--- config.mk ---
export PLATFORM = sky130hd
export DESIGN_NAME = rsa_host_if_flat
export DESIGN_NICKNAME = d
export VERILOG_FILES = /design/src/rtl/rsa_host_if_if.sv /design/src/rtl/rsa_host_if.sv /design/src/flat_wrapper.sv
export SDC_FILE = /design/constraint.sdc
export NUM_CORES = 1
export LEC_CHECK = 0
export ABC_AREA = 1
export CAP_MARGIN = 20
export CORE_UTILIZATION = 29
export CTS_CLUSTER_DIAMETER = 150
export CTS_CLUSTER_SIZE = 16
export DETAILED_ROUTE_END_ITERATION = 12
export SLEW_MARGIN = 30
export SYNTH_ARGS = -nofsm -noshare
export SYNTH_HDL_FRONTEND = slang
export SYNTH_SLANG_ARGS = --single-unit
--- constraint.sdc ---
create_clock -name clk -period 3.7 [get_ports clk]
set_input_delay 0.74 -clock clk [delete_from_list [all_inputs] [get_ports clk]]
set_output_delay 0.74 -clock clk [all_outputs]
set_load 0.05 [all_outputs]
--- src/rtl/rsa_host_if_if.sv ---
// Stream and RSA-core bus bundle for rsa_host_if.
// slave: the host-interface block; master: the surrounding environment
// (operand source, result sink and RSA core).
interface rsa_host_if_if;
    logic       in_valid;
    logic [7:0] in_data;
    logic       in_ready;
    logic       out_valid;
    logic [7:0] out_data;
    logic       out_ready;
    logic       rsa_we;
    logic       rsa_oe;
    logic       rsa_start;
    logic [1:0] rsa_reg_sel;
    logic [4:0] rsa_addr;
    logic [7:0] rsa_wdata;
    logic [7:0] rsa_rdata;
    logic       rsa_ready;

    modport slave (
        input  in_valid, in_data, out_ready, rsa_rdata, rsa_ready,
        output in_ready, out_valid, out_data,
        output rsa_we, rsa_oe, rsa_start, rsa_reg_sel, rsa_addr, rsa_wdata
    );

    modport master (
        output in_valid, in_data, out_ready, rsa_rdata, rsa_ready,
        input  in_ready, out_valid, out_data,
        input  rsa_we, rsa_oe, rsa_start, rsa_reg_sel, rsa_addr, rsa_wdata
    );
endinterface

--- src/rtl/rsa_host_if.sv ---
// Host-side byte interface to a 256-bit RSA core: streams 96 operand bytes
// (base, exponent, modulus) into the core, pulses start, waits for the
// result and streams its 32 bytes back out. All outputs come from flops.
module rsa_host_if (
    input  logic         clk,
    input  logic         reset,
    rsa_host_if_if.slave bus,
    output logic         busy,
    output logic         done
);

    typedef enum logic [2:0] {
        S_IDLE,
        S_LOAD,
        S_START,
        S_WAIT,
        S_RD,
        S_RD_LAT,
        S_SEND
    } state_t;

    state_t     state, state_nx;
    logic [6:0] n, n_nx;
    logic [4:0] k, k_nx;
    logic       load_hs, send_hs;

    logic       we_nx, oe_nx, start_nx;
    logic       in_ready_nx, out_valid_nx, busy_nx, done_nx;
    logic [1:0] sel_nx;
    logic [4:0] addr_nx;
    logic [7:0] wdata_nx, out_data_nx;

    // in_ready is registered as (state == S_LOAD), so the state alone qualifies it
    assign load_hs = (state == S_LOAD) && bus.in_valid;
    assign send_hs = (state == S_SEND) && bus.out_ready;

    // State register
    always_ff @(posedge clk or posedge reset) begin
        if (reset) begin
            state <= S_IDLE;
        end else begin
            state <= state_nx;
        end
    end

    // Next-state logic
    always_comb begin
        state_nx = state;
        case (state)
            S_IDLE:   state_nx = S_LOAD;
            S_LOAD:   if (load_hs && (n == 7'd95)) state_nx = S_START;
            S_START:  state_nx = S_WAIT;
            // rsa_ready is not trusted while the start pulse is still on the bus
            S_WAIT:   if (bus.rsa_ready && !bus.rsa_start) state_nx = S_RD;
            S_RD:     state_nx = S_RD_LAT;
            S_RD_LAT: state_nx = S_SEND;
            S_SEND:   if (send_hs) state_nx = (k == 5'd31) ? S_LOAD : S_RD;
            default:  state_nx = S_IDLE;
        endcase
    end

    // Output/datapath next values; registered below so every output is a flop
    always_comb begin
        n_nx         = n;
        k_nx         = k;
        we_nx        = 1'b1;
        oe_nx        = 1'b1;
        start_nx     = (state == S_START);
        in_ready_nx  = (state_nx == S_LOAD);
        out_valid_nx = (state_nx == S_SEND);
        busy_nx      = !((state_nx == S_IDLE) || (state_nx == S_LOAD));
        done_nx      = send_hs && (k == 5'd31);
        sel_nx       = bus.rsa_reg_sel;
        addr_nx      = bus.rsa_addr;
        wdata_nx     = bus.rsa_wdata;
        out_data_nx  = bus.out_data;

        if (load_hs) begin
            we_nx    = 1'b0;
            wdata_nx = bus.in_data;
            addr_nx  = n[4:0];
            sel_nx   = n[6:5] + 2'd1;
            n_nx     = (n == 7'd95) ? 7'd0 : n + 7'd1;
        end

        if ((state == S_WAIT) && (state_nx == S_RD)) begin
            k_nx = 5'd0;
        end else if (send_hs && (k != 5'd31)) begin
            k_nx = k + 5'd1;
        end

        if (state_nx == S_RD) begin
            oe_nx   = 1'b0;
            sel_nx  = 2'd0;
            addr_nx = k_nx;
        end

        if (state == S_RD_LAT) begin
            out_data_nx = bus.rsa_rdata;
        end
    end

    // Output and counter registers
    always_ff @(posedge clk or posedge reset) begin
        if (reset) begin
            n               <= '0;
            k               <= '0;
            bus.rsa_we      <= 1'b1;
            bus.rsa_oe      <= 1'b1;
            bus.rsa_start   <= 1'b0;
            bus.rsa_reg_sel <= '0;
            bus.rsa_addr    <= '0;
            bus.rsa_wdata   <= '0;
            bus.in_ready    <= 1'b0;
            bus.out_valid   <= 1'b0;
            bus.out_data    <= '0;
            busy            <= 1'b0;
            done            <= 1'b0;
        end else begin
            n               <= n_nx;
            k               <= k_nx;
            bus.rsa_we      <= we_nx;
            bus.rsa_oe      <= oe_nx;
            bus.rsa_start   <= start_nx;
            bus.rsa_reg_sel <= sel_nx;
            bus.rsa_addr    <= addr_nx;
            bus.rsa_wdata   <= wdata_nx;
            bus.in_ready    <= in_ready_nx;
            bus.out_valid   <= out_valid_nx;
            bus.out_data    <= out_data_nx;
            busy            <= busy_nx;
            done            <= done_nx;
        end
    end

endmodule

--- src/flat_wrapper.sv ---
// flat-port wrapper written by rule: the top's interface ports become plain ports
module rsa_host_if_flat 
  (clk, reset, busy, done, bus_in_valid, bus_in_data, bus_out_ready, bus_rsa_rdata, bus_rsa_ready, bus_in_ready, bus_out_valid, bus_out_data, bus_rsa_we, bus_rsa_oe, bus_rsa_start, bus_rsa_reg_sel, bus_rsa_addr, bus_rsa_wdata);
  rsa_host_if_if bus_i ();
  input  logic clk;
  input  logic reset;
  output logic busy;
  output logic done;
  input wire logic [$bits(bus_i.in_valid)-1:0] bus_in_valid;
  input wire logic [$bits(bus_i.in_data)-1:0] bus_in_data;
  input wire logic [$bits(bus_i.out_ready)-1:0] bus_out_ready;
  input wire logic [$bits(bus_i.rsa_rdata)-1:0] bus_rsa_rdata;
  input wire logic [$bits(bus_i.rsa_ready)-1:0] bus_rsa_ready;
  output wire logic [$bits(bus_i.in_ready)-1:0] bus_in_ready;
  output wire logic [$bits(bus_i.out_valid)-1:0] bus_out_valid;
  output wire logic [$bits(bus_i.out_data)-1:0] bus_out_data;
  output wire logic [$bits(bus_i.rsa_we)-1:0] bus_rsa_we;
  output wire logic [$bits(bus_i.rsa_oe)-1:0] bus_rsa_oe;
  output wire logic [$bits(bus_i.rsa_start)-1:0] bus_rsa_start;
  output wire logic [$bits(bus_i.rsa_reg_sel)-1:0] bus_rsa_reg_sel;
  output wire logic [$bits(bus_i.rsa_addr)-1:0] bus_rsa_addr;
  output wire logic [$bits(bus_i.rsa_wdata)-1:0] bus_rsa_wdata;
  assign bus_i.in_valid = bus_in_valid;
  assign bus_i.in_data = bus_in_data;
  assign bus_i.out_ready = bus_out_ready;
  assign bus_i.rsa_rdata = bus_rsa_rdata;
  assign bus_i.rsa_ready = bus_rsa_ready;
  assign bus_in_ready = bus_i.in_ready;
  assign bus_out_valid = bus_i.out_valid;
  assign bus_out_data = bus_i.out_data;
  assign bus_rsa_we = bus_i.rsa_we;
  assign bus_rsa_oe = bus_i.rsa_oe;
  assign bus_rsa_start = bus_i.rsa_start;
  assign bus_rsa_reg_sel = bus_i.rsa_reg_sel;
  assign bus_rsa_addr = bus_i.rsa_addr;
  assign bus_rsa_wdata = bus_i.rsa_wdata;
  rsa_host_if u_core (.clk(clk), .reset(reset), .bus(bus_i), .busy(busy), .done(done));
endmodule
# Word-level counts from Yosys, hierarchy flattened
# Index checks and enable logic that the tools add are counted.
# word_totals
word_cells,56
output_inout_bits,30
register_bits,45
# op_classes
reduce_logical,13
muxes,14
addsub,3
eq_ne,12
# op_table
op,count
$pmux 3 s7,1
$mux 5,4
$eq 3x3->1 const B,5
$mux 3,4
$add 7x1->7 const B,1
$eq 7x7->1 const B,1
$logic_and 1x1->1,7
$mux 7,1
$eq 3x1->1 const B,2
$eq 3x2->1 const B,2
$logic_not 3->1,2
$add 5x1->5 const B,1
$eq 5x5->1 const B,1
$ne 5x5->1 const B,1
$mux 2,2
$add 2x1->2 const B,1
$logic_not 1->1,2
$mux 1,2
$reduce_bool 2->1,1
$logic_or 1x1->1,1

# Depth between registers and ports, before layout
# Gate-level depths: netlist of the first run.
# depth
ltp_word,9
ltp_mapped,13
depth_no_buf,13

# Worst setup path after synthesis of the first run
# Ideal clock, no wire load.
# synth_path
kind,register -> register
from,reg u_core.k[0]
to,reg u_core.bus.rsa_addr[0]
t_required_ns,3.587
path_stages_with_launch,13
period_less_slack_ns,1.673
slack_ns,2.027
arrival_ns,1.560
path_buffers,0
path_cell_list,dfrtp_1 ha_1 nand2_1 nor2_1 ha_1 inv_1 nand4_2 inv_1 nand2_1 nand3_1 nand4_1 nand2_1 inv_1
# synth_between
elab_chain_len,8
# synth_rtl
item,line_no,text
from (decl),rsa_host_if.sv:24,"logic [4:0] k, k_nx;"
from (signal assigned),rsa_host_if.sv:121,k <= k_nx;
$eq 5x5->1,rsa_host_if.sv:57,S_SEND: if (send_hs) state_nx = (k == 5'd31) ? S_LOAD : S_RD;
$mux 3 (2 in series),rsa_host_if.sv:57,
$pmux 3 s7,rsa_host_if.sv:49,case (state)
$eq 3x3->1,"rsa_host_if.sv:86, rsa_host_if.sv:92",
$logic_and 1x1->1,rsa_host_if.sv:86,if ((state == S_WAIT) && (state_nx == S_RD)) begin
$mux 5,rsa_host_if.sv:86,
$mux 5,rsa_host_if.sv:92,if (state_nx == S_RD) begin
to (signal assigned),rsa_host_if.sv:126,bus.rsa_addr <= addr_nx;
to (decl),rsa_host_if_if.sv:23,"output rsa_we, rsa_oe, rsa_start, rsa_reg_sel, rsa_addr, rsa_wdata"
# Parallel ways exist; a longest one is shown, timed or not.
# A chain may end at the register's enable or synchronous reset.

# Worst setup path after layout of the first run
# layout_path
from,reg u_core.bus.rsa_oe
to,out bus_rsa_oe
# layout_lines
item,line_no,text
from (decl),rsa_host_if_if.sv:23,
from (signal assigned),rsa_host_if.sv:123,bus.rsa_oe <= oe_nx;
to (decl),flat_wrapper.sv:18,output wire logic [$bits(bus_i.rsa_oe)-1:0] bus_rsa_oe;
# No word-level cell between the ends.

==> metrics.md, run 1 <==
| Metric | Value |
|---|---|
| Skew final | `8.52 ps` |
| Max Cap Viol | `0` |
| Fin crit share | `63.5%` |
| Final HPWL DP | `3190 um` |
| FF+latch count, synth | `45` |
| Fill count | `758` |
| Routed WL | `4330 um` |
| Die Height | `88.3 um` |
| Core Region | `7210 um^2` |
| Final count of hold timing violations | `0` |
| Clock buffer depth | `2` |
| N_diodes | `0` |
| Worst Path Max Fanout | `1` |
| Area post-placement | `2750 um^2` |
| Initial core utilization | `29.9%` |
| Vias after detailed routing | `1650` |
| Yosys cell types | `33` |
| Slew Viols, Final | `0` |
| Synth-to-Final Area Change | `32.0%` |
| Reg2reg setup slack | `1670 ps` |
| Crit path depth | `1` |
| Delay-heaviest family, CP | `buffers and inverters` |
| RSZ-0062 raised after global routing | `false` |
| Final #Nets | `316` |
| Syn Nets | `265` |
| CP bufs+invs | `1` |
| Outcome | `finished clean` |
| Arr. time, crit path | `1610 ps` |
| CP endpoint | `bus_rsa_oe` |
| Critical setup path kind | `flop to output port` |
| Top FF cell, synth | `dfrtp_1` |
| Postcts setup bufs | `0` |
| Final Critical Period | `2350 ps` |
| EDFF count, synth | `0` |
| Commonest non-fill, non-tap cell in the layout | `nand2_1` |
| R2R cell count | `8` |
| Sequential area share after synthesis | `52.3%` |
| Placer Congestion | `0.761` |
| Grt ovf | `0` |
| First-pass GRT wire length | `7340 um` |
| Overall power | `2.63 mW` |
| 1st-iter DRT viols | `46` |
| Pin count of the biggest net entering global routing | `46` |
| CTS Sinks | `45` |
| Final instance area | `2850 um^2` |
| Setup slack after layout | `1350 ps` |
| Post-route ant nets | `0` |
| Synth Area per Inst | `8.96 um^2` |
| Number of global-route vias before repair | `1638` |
| Cell Area, Synth | `2160 um^2` |
| Ports | `51` |
| Reg2reg start | `u_core.state[2]$_DFF_PP0_` |
| Most frequent cells in the layout | `nand2_1, clkdlybuf4s50_1, dfrtp_1, inv_1, nand3_1` |
| Yosys warnings | `0` |
| Initial antenna violation count | `0` |
| Vias per Instance | `4.21` |
| Layout cells sized above 1 | `12.3%` |
| DRC viols | `0` |
| Crit path from | `u_core.bus.rsa_oe$_DFF_PP1_` |
| Async S/R FF share, synth | `100%` |
| Worst hold path type | `flop to flop` |
| Clock slew at reported path FFs | `80 ps` |
| Synth Instances | `241` |
| Drt wl/cell | `11.1 um` |
| Row count | `31` |
| CTS tree | `built` |
| Total Neg Setup Slack | `0 ps` |
| Total die area | `7800 um^2` |
| Worst slack at placement | `1240 ps` |
| R2r endpoint | `u_core.bus.rsa_addr[1]$_DFFE_PP0P_` |
| DR pass1 iterations | `4` |
| Data required, critical path | `2960 ps` |
| Setup violators final | `0` |
| Final Util | `39.5%` |
| Die X | `88.3 um` |
| Leakage | `1.40 nW` |
| Slowest stage delay, CP | `790 ps` |
| Crit path capture type | `output port` |
| Fmax achieved | `426 MHz` |
| Post_cts resized | `0` |
| Root Driver | `clkbuf_8` |
| Critical path cell sequence | `clkdlybuf4s50_1` |
| H-tree depth | `2` |
| I/O Buffers | `50` |
| CP startpoint kind | `flop` |
| Worst-Skew Late Latency | `300 ps` |
| TritonCTS Buffers | `5` |
| Max transition margin | `49.5%` |
| Maximum vdd drop | `399 uV` |
| Post-CTS Hold Buffers | `0` |
| Crit-path slowest cell | `clkdlybuf4s50_1` |
| Slew @ Worst Pin | `756 ps` |
| Pwr/cell area | `921 nW/um^2` |
| Total GRT Usage | `12.2%` |
==> per-layer routing <==
metal  global-route usage (%)  wire length [um]  up-vias
met2                     20.4              1980       45
met3                     3.64               274        3
met4                     2.64                26        0
met5                        0                 0        -
met1                     15.5              2050      756
li1                         -                 -      846
==> worst min-delay path by stage <==
stage	start	to	slack (ps)	cells after the start
6_report	u_core.bus.out_data[1]$_DFFE_PP0P_	u_core.bus.out_data[1]$_DFFE_PP0P_	480	2
5_1_grt	u_core.bus.out_data[7]$_DFFE_PP0P_	u_core.bus.out_data[7]$_DFFE_PP0P_	500	2
4_1_cts	u_core.bus.out_data[0]$_DFFE_PP0P_	u_core.bus.out_data[0]$_DFFE_PP0P_	490	2
3_5_place_dp	u_core.bus.rsa_wdata[7]$_DFFE_PP0P_	u_core.bus.rsa_wdata[7]$_DFFE_PP0P_	460	2
3_3_place_gp	u_core.bus.out_data[1]$_DFFE_PP0P_	u_core.bus.out_data[1]$_DFFE_PP0P_	460	2
2_1_floorplan	u_core.n[6]$_DFFE_PP0P_	u_core.n[6]$_DFFE_PP0P_	470	1
==> registers in the layout, summed over array words and instances, names as in the netlist <==
register                cells
u_core.bus.rsa_addr         5
u_core.bus.out_data         8
u_core.bus.in_ready         1
u_core.bus.rsa_oe           1
u_core.done                 1
u_core.bus.rsa_start        1
u_core.busy                 1
u_core.n                    7
u_core.bus.rsa_wdata        8
u_core.bus.rsa_we           1
u_core.bus.rsa_reg_sel      2
u_core.state                3
u_core.k                    5
u_core.bus.out_valid        1
==> per-stage QoR <==
step / std cells / hold slack [ps]
after detailed placement: 384 / 465
after global routing: 392 / 499
after floorplan: 241 / 474
after global placement: 384 / 465
final: 392 / 480
after CTS: 392 / 487
==> cell usage after synthesis, types with 2 or more instances <==
cell type | count | area share [%]
dfstp_2 | 2 | 2.4
nor2_4 | 5 | 2.6
a21oi_1 | 5 | 1.2
clkbuf_1 | 3 | 0.52
inv_2 | 3 | 0.52
xnor2_1 | 2 | 0.81
o21ai_0 | 7 | 1.6
nor2_1 | 9 | 1.6
ha_1 | 3 | 1.7
nand2_4 | 4 | 2.1
xor2_1 | 3 | 1.2
dfrtp_1 | 43 | 50
nand2_2 | 2 | 0.58
nand4_1 | 3 | 0.87
nor3_1 | 3 | 0.70
nand2_1 | 89 | 15
nand3_2 | 3 | 1.4
nand3_1 | 11 | 2.5
inv_1 | 27 | 4.7
==> final cells by class <==
type / instances / area (um^2) / area share [%]
sequential: 45 / 1130 / 39.6
multi-input combinational: 160 / 883 / 31.0
timing repair buffer: 50 / 500 / 17.6
tap: 99 / 124 / 4.34
inverter: 30 / 114 / 3.99
clock buffer: 7 / 96.3 / 3.38
clock inverter: 1 / 5.00 / 0.176
==> where the power goes <==
group          total (mW)  switching [mW]  leakage (nW)  internal, mW
Clock               0.329           0.161        0.0542         0.169
Combinational        1.43           0.967         0.786         0.468
Sequential          0.862           0.160         0.557         0.702
==> kinds of logic after synthesis <==
family | count (synthesis) | share of synthesized area, %
compound gates | 16 | 4.64
xor+xnor | 5 | 2.03
fa+ha+maj | 3 | 1.74
buf+inv | 36 | 6.84
flops | 45 | 52.3
simple gates | 136 | 32.5
Power figures use the tool's default switching activity.
==> run 2: changes to the inputs <==
- clock period: 3.7 -> 2.2 ns (I/O delays scaled with it)
==> run 2 against run 1 <==
Against the previous run:
- sequential cell count did not move
- final cell count rose by 1.3%
- core utilization rose by 0.87 points
- first-iteration DRC count rose by 17%
- sequential share of layout area fell by 0.85 points
- critical endpoint is now bus_rsa_we
- die area did not move
- largest power group unchanged
- worst setup slack got worse by 1200 ps
- register-to-register slack got worse by 1400 ps
- via count rose by 1.3%
- total power rose by 73%
- clock power rose by 91%
- non-clock buffer count rose by 5
==> metrics.md, run 2 (synthesized netlist as in run 1, its figures left out) <==
| Metric | Value |
|---|---|
| Worst Path Max Fanout | `1` |
| Critical path cell sequence | `clkdlybuf4s50_1` |
| CTS tree | `built` |
| Setup violators final | `0` |
| Ports | `51` |
| Final Critical Period | `2050 ps` |
| Arr. time, crit path | `1610 ps` |
| Routed WL | `4400 um` |
| Pwr/cell area | `1550 nW/um^2` |
| Skew final | `9.18 ps` |
| Fmax achieved | `487 MHz` |
| N_diodes | `0` |
| Row count | `31` |
| Maximum vdd drop | `679 uV` |
| Total GRT Usage | `12.5%` |
| Clock buffer depth | `2` |
| CTS Sinks | `45` |
| I/O Buffers | `50` |
| Worst-Skew Late Latency | `300 ps` |
| Postcts setup bufs | `0` |
| Final count of hold timing violations | `0` |
| Worst hold path type | `primary input to async pin` |
| RSZ-0062 raised after global routing | `false` |
| Die Height | `88.3 um` |
| Slew @ Worst Pin | `523 ps` |
| DRC viols | `0` |
| Slew Viols, Final | `0` |
| H-tree depth | `2` |
| Critical setup path kind | `flop to output port` |
| Commonest non-fill, non-tap cell in the layout | `nand2_1` |
| Data required, critical path | `1760 ps` |
| Die X | `88.3 um` |
| Final #Nets | `321` |
| Crit-path slowest cell | `clkdlybuf4s50_1` |
| TritonCTS Buffers | `5` |
| Delay-heaviest family, CP | `buffers and inverters` |
| Total die area | `7800 um^2` |
| Initial core utilization | `29.9%` |
| Synth-to-Final Area Change | `34.9%` |
| Outcome | `finished clean` |
| Root Driver | `clkbuf_8` |
| Vias per Instance | `4.21` |
| Setup slack after layout | `149 ps` |
| Final instance area | `2910 um^2` |
| Number of global-route vias before repair | `1595` |
| Placed cell count | `389` |
| Slowest stage delay, CP | `790 ps` |
| CP bufs+invs | `1` |
| Layout cells sized above 1 | `13.8%` |
| Crit path capture type | `output port` |
| Final HPWL DP | `3320 um` |
| Drt wl/cell | `11.1 um` |
| DR pass1 iterations | `4` |
| Max Cap Viol | `0` |
| Area post-placement | `2800 um^2` |
| Leakage | `1.43 nW` |
| Vias after detailed routing | `1672` |
| Grt ovf | `0` |
| Post-route ant nets | `0` |
| Initial antenna violation count | `0` |
| Non-filler cells in the finished layout | `397` |
| Fin crit share | `93.2%` |
| Max transition margin | `65.0%` |
| Post_cts resized | `0` |
| Total Neg Setup Slack | `0 ps` |
| CP startpoint kind | `flop` |
| Largest registers | `u_core.bus.out_data: 8 flops, u_core.bus.rsa_wdata: 8 flops, u_core.n: 7 flops` |
| Placer Congestion | `0.773` |
| Worst slack at placement | `157 ps` |
| Core Region | `7210 um^2` |
| 1st-iter DRT viols | `54` |
| Pin count of the biggest net entering global routing | `21` |
| Post-CTS Hold Buffers | `0` |
| First-pass GRT wire length | `7450 um` |
| Most frequent cells in the layout | `nand2_1, clkdlybuf4s50_1, dfrtp_1, inv_1, nand3_1` |
| Clock slew at reported path FFs | `90 ps` |
## run 2: metal layers
metal | wire length (um) | global-route usage (%) | vias to the layer above
met5 | 0 | 0 | -
met4 | 28 | 3.37 | 0
met3 | 306 | 4.10 | 4
met2 | 2010 | 20.0 | 49
met1 | 2050 | 16.2 | 751
li1 | - | - | 868
## run 2: path summary, 6_finish.rpt
kind / endpoint / slack, ps / cells after the start / from
max: bus_rsa_we / 150 / 1 / u_core.bus.rsa_we$_DFF_PP1_
min: u_core.bus.rsa_wdata[4]$_DFFE_PP0P_ / 380 / 2 / reset
max reg2reg: u_core.bus.rsa_addr[0]$_DFFE_PP0P_ / 260 / 12 / u_core.k[0]$_DFF_PP0_
min reg2reg: u_core.bus.rsa_wdata[4]$_DFFE_PP0P_ / 480 / 2 / u_core.bus.rsa_wdata[4]$_DFFE_PP0P_
max in group asynchronous: u_core.bus.rsa_addr[3]$_DFFE_PP0P_ / 1320 / 3 / reset
min in group clk: u_core.bus.rsa_wdata[4]$_DFFE_PP0P_ / 480 / 2 / u_core.bus.rsa_wdata[4]$_DFFE_PP0P_
## run 2: layout make-up
type / instances / area [um^2]
Sequential cell: 45 / 1130
Multi-Input combinational cell: 160 / 883
Inverter: 30 / 113
Fill cell: 742 / 4300
Clock buffer: 5 / 68.8
Timing Repair Buffer: 55 / 551
Clock inverter: 3 / 46.3
Tap cell: 99 / 124
## run 2: power by group
| group | switching (mW) | internal [mW] |
|---|---|---|
| clock | 0.290 | 0.340 |
| sequential | 0.263 | 1.18 |
| combinational | 1.64 | 0.820 |
## run 2: per-stage QoR
| step | utilization (%) | hold WS (ps) | power (mW) |
|---|---|---|---|
| 3_5_place_dp | 38.8 | 459 | 3.94 |
| 4_1_cts | 40.4 | 380 | 4.59 |
| 6_report | 40.4 | 377 | 4.53 |
| 3_3_place_gp | 38.8 | 455 | 3.92 |
| 2_1_floorplan | - | 474 | 3.20 |
| 5_1_grt | 40.4 | 401 | 4.84 |
